### src/rtl/mvma_seq_ctrl_if.sv
// Load and result handshake bundle between the MVMA controller and its environment.
// The slave side is the controller; the master side feeds words and consumes results.
interface mvma_seq_ctrl_if;
   logic s_valid;
   logic s_ready;
   logic m_valid;
   logic m_ready;

   modport master (output s_valid, output m_ready, input s_ready, input m_valid);
   modport slave  (input s_valid, input m_ready, output s_ready, output m_valid);
endinterface

### src/rtl/mvma_seq_ctrl.sv
// Sequencing controller for the KxK matrix-vector multiply-accumulate datapath:
// loads M, b, x through one handshake, then computes and presents one row result at a time.
module mvma_seq_ctrl #(
   parameter int unsigned K    = 4,
   parameter int unsigned AW_M = $clog2(K*K),
   parameter int unsigned AW_V = $clog2(K)
) (
   input  logic            clk,
   input  logic            reset,
   mvma_seq_ctrl_if.slave  hs,
   output logic            wr_en_m,
   output logic            wr_en_b,
   output logic            wr_en_x,
   output logic [AW_M-1:0] addr_m,
   output logic [AW_V-1:0] addr_b,
   output logic [AW_V-1:0] addr_x,
   output logic            mac_en,
   output logic            bias_sel,
   output logic            acc_clr,
   output logic [AW_V-1:0] row_idx
);

   localparam int unsigned LAST_M = K*K - 1;
   localparam int unsigned LAST_V = K - 1;

   typedef enum logic [2:0] {LOAD_M, LOAD_B, LOAD_X, COMPUTE, DRAIN, OUTPUT} state_t;

   state_t          state, state_n;
   logic [AW_M-1:0] ld_cnt, ld_cnt_n;
   logic [AW_V-1:0] col, col_n;
   logic [AW_V-1:0] row, row_n;
   logic [1:0]      pipe, bias_pipe;
   logic            m_valid_q, acc_clr_q, clr_n;
   logic            issue, issue0, load_st, take;

   assign load_st  = (state == LOAD_M) || (state == LOAD_B) || (state == LOAD_X);
   assign hs.s_ready = load_st & ~reset;
   assign take     = hs.s_ready & hs.s_valid;
   assign wr_en_m  = take & (state == LOAD_M);
   assign wr_en_b  = take & (state == LOAD_B);
   assign wr_en_x  = take & (state == LOAD_X);

   // Issue pipeline taps and reset-qualified control outputs
   assign mac_en     = pipe[1] & ~reset;
   assign bias_sel   = bias_pipe[1] & ~reset;
   assign acc_clr    = acc_clr_q | reset;
   assign hs.m_valid = m_valid_q;
   assign row_idx    = row;

   // Next-state, counters and address generation
   always_comb begin
      state_n  = state;
      ld_cnt_n = ld_cnt;
      col_n    = col;
      row_n    = row;
      clr_n    = 1'b0;
      issue    = 1'b0;
      issue0   = 1'b0;
      addr_m   = '0;
      addr_b   = '0;
      addr_x   = '0;
      case (state)
         LOAD_M: if (take) begin
            addr_m = ld_cnt;
            if (ld_cnt == AW_M'(LAST_M)) begin
               ld_cnt_n = '0;
               state_n  = LOAD_B;
            end else ld_cnt_n = ld_cnt + 1'b1;
         end
         LOAD_B: if (take) begin
            addr_b = ld_cnt[AW_V-1:0];
            if (ld_cnt == AW_M'(LAST_V)) begin
               ld_cnt_n = '0;
               state_n  = LOAD_X;
            end else ld_cnt_n = ld_cnt + 1'b1;
         end
         LOAD_X: if (take) begin
            addr_x = ld_cnt[AW_V-1:0];
            if (ld_cnt == AW_M'(LAST_V)) begin
               ld_cnt_n = '0;
               state_n  = COMPUTE;
            end else ld_cnt_n = ld_cnt + 1'b1;
         end
         COMPUTE: begin
            issue  = 1'b1;
            issue0 = (col == '0);
            addr_m = AW_M'({row, col});
            addr_x = col;
            addr_b = row;
            if (col == AW_V'(LAST_V)) begin
               col_n   = '0;
               state_n = DRAIN;
            end else col_n = col + 1'b1;
         end
         DRAIN: begin
            // col doubles as the two-cycle drain counter
            if (col == AW_V'(1)) begin
               col_n   = '0;
               state_n = OUTPUT;
            end else col_n = col + 1'b1;
         end
         OUTPUT: if (m_valid_q && hs.m_ready) begin
            clr_n = 1'b1;
            if (row == AW_V'(LAST_V)) begin
               row_n   = '0;
               state_n = LOAD_M;
            end else begin
               row_n   = row + 1'b1;
               state_n = COMPUTE;
            end
         end
         default: state_n = LOAD_M;
      endcase
   end

   always_ff @(posedge clk) begin
      if (reset) begin
         state     <= LOAD_M;
         ld_cnt    <= '0;
         col       <= '0;
         row       <= '0;
         pipe      <= '0;
         bias_pipe <= '0;
         m_valid_q <= 1'b0;
         acc_clr_q <= 1'b1;
      end else begin
         state     <= state_n;
         ld_cnt    <= ld_cnt_n;
         col       <= col_n;
         row       <= row_n;
         pipe      <= {pipe[0], issue};
         bias_pipe <= {bias_pipe[0], issue0};
         m_valid_q <= (state_n == OUTPUT);
         acc_clr_q <= clr_n;
      end
   end

endmodule

### src/flat_wrapper.sv
// flat-port wrapper written by rule: the top's interface ports become plain ports
module mvma_seq_ctrl_flat 
#(
   parameter int unsigned K    = 4,
   parameter int unsigned AW_M = $clog2(K*K),
   parameter int unsigned AW_V = $clog2(K)
)
  (clk, reset, wr_en_m, wr_en_b, wr_en_x, addr_m, addr_b, addr_x, mac_en, bias_sel, acc_clr, row_idx, hs_s_valid, hs_m_ready, hs_s_ready, hs_m_valid);
  mvma_seq_ctrl_if hs_i ();
  input  logic clk;
  input  logic reset;
  output logic wr_en_m;
  output logic wr_en_b;
  output logic wr_en_x;
  output logic [AW_M-1:0] addr_m;
  output logic [AW_V-1:0] addr_b;
  output logic [AW_V-1:0] addr_x;
  output logic mac_en;
  output logic bias_sel;
  output logic acc_clr;
  output logic [AW_V-1:0] row_idx;
  input wire logic [$bits(hs_i.s_valid)-1:0] hs_s_valid;
  input wire logic [$bits(hs_i.m_ready)-1:0] hs_m_ready;
  output wire logic [$bits(hs_i.s_ready)-1:0] hs_s_ready;
  output wire logic [$bits(hs_i.m_valid)-1:0] hs_m_valid;
  assign hs_i.s_valid = hs_s_valid;
  assign hs_i.m_ready = hs_m_ready;
  assign hs_s_ready = hs_i.s_ready;
  assign hs_m_valid = hs_i.m_valid;
  mvma_seq_ctrl #(.K(K), .AW_M(AW_M), .AW_V(AW_V)) u_core (.clk(clk), .reset(reset), .hs(hs_i), .wr_en_m(wr_en_m), .wr_en_b(wr_en_b), .wr_en_x(wr_en_x), .addr_m(addr_m), .addr_b(addr_b), .addr_x(addr_x), .mac_en(mac_en), .bias_sel(bias_sel), .acc_clr(acc_clr), .row_idx(row_idx));
endmodule
### config.mk
export PLATFORM = sky130hd
export DESIGN_NAME = mvma_seq_ctrl_flat
export DESIGN_NICKNAME = d
export VERILOG_FILES = /design/src/rtl/mvma_seq_ctrl_if.sv /design/src/rtl/mvma_seq_ctrl.sv /design/src/flat_wrapper.sv
export SDC_FILE = /design/constraint.sdc
export NUM_CORES = 1
export LEC_CHECK = 0
export CORE_UTILIZATION = 42
export CTS_CLUSTER_DIAMETER = 200
export DETAILED_ROUTE_END_ITERATION = 16
export GPL_TIMING_DRIVEN = 0
export PLACE_DENSITY = 0.73
export SETUP_SLACK_MARGIN = 0.2
export SYNTH_ARGS = -nofsm -noshare
export SYNTH_HDL_FRONTEND = slang
export SYNTH_SLANG_ARGS = --single-unit
### constraint.sdc
create_clock -name clk -period 2.75 [get_ports clk]
set_clock_uncertainty 0.05 [all_clocks]
set_input_delay 0.6875 -clock clk [delete_from_list [all_inputs] [get_ports clk]]
set_output_delay 0.6875 -clock clk [all_outputs]
set_load 0.1 [all_outputs]
==> results.toml <==
[global_routing]
grt.total_usage = 0.226
overflow = 0
number_of_antenna_violations_at_the_first_check_in_global_routing = 0
first_global_vias = 994
grt_max_degree = 12
grt_first_pass_wirelength_um = 4610

[logic_synthesis]
synth-warning-count = 0
ys.flop_type = "sky130_fd_sc_hd__dfxtp_1"
mappedNetlistNets = 141
number_of_distinct_library_cells_after_synthesis = 44
synthesis.area_per_instance_um2 = 8.50
synth-edff-count = 0
mapped_area_um2 = 1110
ys_async_sr_fraction = 0
synth_sequential_area_ratio = 0.306
gate_count_after_technology_mapping = 131
ys_ff_latch = 17

[critical_path]
critical-path-top-delay-family = "simple AND/OR/NAND/NOR gates"
crit_path_start_kind = "primary input"
critPathRequiredTime_ns = 2.01
worst-path-buf-inv = 3
most_frequent_cp_cell = "sky130_fd_sc_hd__buf_12"
critical_path.endpoint_type = "output port"
reg2reg_setup_slack_ns = 0.94
cell_breakdown_of_the_critical_path = "buf_12, or3b_4, buf_4, nor3_4, a22oi_2, nor2_4, buf_12"
slowest_delay_ns = 0.40
cell_with_the_biggest_individual_delay_on_the_critical_path = "sky130_fd_sc_hd__or3b_4"
worst-setup-path-type = "primary input to output port"
worstRegToRegCells = 7
critical_path_depth = 7
worst_r2r_endpoint = "u_core.state[1]"
rr_startpoint = "u_core.state[2]"
timing.critical_path.fanout_max = 5
critPathArrivalTime_ns = 1.94

[status]
run_status = "finished clean"

[power_and_ir_drop]
swShare = 0.311
power_frac_comb = 0.199
power.static_leakage_nw = 0.655
share_clk_of_total_power = 0.282
seq_power_share = 0.519
vdd_drop_max_uv = 249
power.internal_mw = 0.349
pwr_density_cell_nw_per_um2 = 301
p_switching_mw = 0.157

[clocking]
cts_made_buffers = 3
postCtsHoldBufs = 0
clock_insertion_delay_worst_skew_ns = 0.30
clkSlewWorstSetupHoldPaths_ns = 0.11
clock-root-buffer = "sky130_fd_sc_hd__clkbuf_4"
max-clock-path-buffers = 2
clock-sinks = 17
cts_htree_levels = 1
cts_tree = "built"

[sta]
final_period_minus_worst_setup_slack_ns = 2.68
tightest_slew_ns = 0.952
setup_viol = 0
rsz0062_at_grt = "true"
achievable-frequency_mhz = 373
min_period_over_period = 0.975
hold_violations = 0
timing.max_slew.rel_slack = 0.368
final-max-slew-violation-count = 0
timing.hold.ws_ns = 0.397

[layout]
fillers = 194
proportion_of_layout_cells_with_a_drive_suffix_above_1 = 0.429
final_net_count = 179
area.sequential_um2 = 342
num_antenna_cells = 0
multiInputGateArea_um2 = 812
fin_area_um2 = 1680
syn_to_final_growth_pct = 51.0

[place]
final_hpwl_dp_um = 2000
placement.io_buffers = 20
area_after_detailed_placement_um2 = 1430
gpl.final_weighted_congestion = 0.824

[route]
first_iter_violations = 29
wl_um = 2990
detailroute.via_count = 1126
post_drt_wl_per_cell_um = 15.1
antenna_violating_nets_post_route = 0
route.detailed.drc = 0
via_per_inst = 5.69
first_pass_iters = 4

[die]
die_area_um2 = 2860
floorplan.io_pins = 22
die_width_um = 53.5
floorplan.initialDensity = 0.445
fp.coreArea_um2 = 2500
placementRows = 18
dieHeight_um = 53.5

[worst_hold_path]
hold_path_end = "u_core.bias_pipe[1]"
worst_hold_launch = "u_core.bias_pipe[0]"
min_path_type = "flip-flop to flip-flop"
hold_critical_path_depth = 1

[run]
max_cap_viol_count = 0
metal layers:
metal | GRT usage | part of all wire | vias to the layer above
li1 | - | - | 544
met1 | 0.296 | 0.42 | 520
met2 | 0.356 | 0.50 | 51
met3 | 0.0316 | 0.055 | 11
met4 | 0.110 | 0.025 | 0
met5 | 0 | 0 | -
final cells by class:
| cell class | count | area share |
|---|---|---|
| buffer | 10 | 0.0499 |
| tap | 30 | 0.0223 |
| clock inverter | 1 | 0.00446 |
| multi-input combinational | 100 | 0.483 |
| clock buffer | 3 | 0.0134 |
| timing repair buffer | 33 | 0.215 |
| sequential | 17 | 0.203 |
| inverter | 4 | 0.00893 |
kinds of logic (layout without fill, tap and decap cells):
family	after synthesis	count (layout)	share of synthesized area
buffers and inverters	14	51	0.0798
AND/OR/NAND/NOR	61	61	0.337
AO/OA/AOI/OAI	30	30	0.185
XOR/XNOR	2	2	0.0157
multiplexers	1	1	0.00899
adder cells (fa/ha/maj)	6	6	0.0674
flip-flops	17	17	0.306
registers in the layout, summed over array words and instances, names as in the netlist:
name	cells
u_core.col	2
u_core.hs.m_valid	1
u_core.row_idx	2
u_core.bias_pipe	2
u_core.state	3
u_core.ld_cnt	4
u_core.pipe	2
u_core.acc_clr_q	1
worst max-delay path by stage:
stage	slack [ns]	end	start
2_1_floorplan	-0.78	addr_m[1]	reset
3_3_place_gp	-1.16	addr_x[1]	hs_s_valid
3_5_place_dp	-1.18	addr_x[1]	hs_s_valid
6_report	0.07	addr_m[1]	reset
4_1_cts	0.07	addr_x[1]	reset
5_1_grt	0.04	addr_m[1]	reset
synth_stat cells (2+ instances only):
cell	n	area (µm²)
sky130_fd_sc_hd__buf_4	3	22.5
sky130_fd_sc_hd__buf_2	2	10.0
sky130_fd_sc_hd__ha_1	6	75.1
sky130_fd_sc_hd__dfxtp_1	17	340
sky130_fd_sc_hd__inv_1	4	15.0
sky130_fd_sc_hd__a21o_1	2	15.0
sky130_fd_sc_hd__nand3b_1	4	30.0
sky130_fd_sc_hd__buf_6	3	33.8
sky130_fd_sc_hd__a21oi_1	5	25.0
sky130_fd_sc_hd__and2_1	3	18.8
sky130_fd_sc_hd__nor2b_1	6	37.5
sky130_fd_sc_hd__nand2b_1	3	18.8
sky130_fd_sc_hd__nor2_1	10	37.5
sky130_fd_sc_hd__and3b_1	2	17.5
sky130_fd_sc_hd__or3b_4	2	22.5
sky130_fd_sc_hd__clkbuf_1	2	7.51
sky130_fd_sc_hd__nand3_1	5	25.0
sky130_fd_sc_hd__nand2_1	9	33.8
sky130_fd_sc_hd__a31oi_1	6	37.5
sky130_fd_sc_hd__nor3_1	7	35.0
sky130_fd_sc_hd__o21ai_0	5	25.0
sky130_fd_sc_hd__nor3b_2	2	25.0
sky130_fd_sc_hd__a311oi_1	2	17.5
placed cells by master (no fill, tap or decap), types with 4 or more instances in the layout:
| master | Yosys | final |
|---|---|---|
| sky130_fd_sc_hd__buf_4 | 3 | 16 |
| sky130_fd_sc_hd__dfxtp_1 | 17 | 16 |
| sky130_fd_sc_hd__buf_12 | 0 | 10 |
| sky130_fd_sc_hd__nor2_1 | 10 | 8 |
| sky130_fd_sc_hd__nand2_1 | 9 | 8 |
| sky130_fd_sc_hd__buf_2 | 2 | 7 |
| sky130_fd_sc_hd__nor3_1 | 7 | 6 |
| sky130_fd_sc_hd__a31oi_1 | 6 | 6 |
| sky130_fd_sc_hd__ha_1 | 6 | 6 |
| sky130_fd_sc_hd__nand3_1 | 5 | 5 |
| sky130_fd_sc_hd__inv_1 | 4 | 4 |
| sky130_fd_sc_hd__nand3b_1 | 4 | 4 |
through the flow:
stage	cells	utilization	power, mW	setup WS [ns]	setup TNS [ns]
after floorplan	131	-	0.327	-0.778	-2.13
after global placement	181	0.573	0.345	-1.16	-13.17
after detailed placement	181	0.573	0.346	-1.18	-13.15
after CTS	190	0.619	0.490	0.0704	0
after global routing	198	0.673	0.526	0.0391	0
final	198	0.673	0.506	0.0689	0
power groups by stage:
stage	registers [mW]	logic (mW)	clock network (mW)
global placement	0.265	0.0804	0
floorplan	0.263	0.0639	0
global route	0.264	0.107	0.155
CTS	0.260	0.0881	0.142
finish	0.263	0.100	0.143
detailed placement	0.265	0.0811	0
timing repair:
action,CTS,global route
pin swaps,9,9
endpoints found under the setup margin,18,10
cloned,1,0
setup buffers,4,8
resized for setup,110,18
No activity file was read; power rests on OpenSTA's default activity.
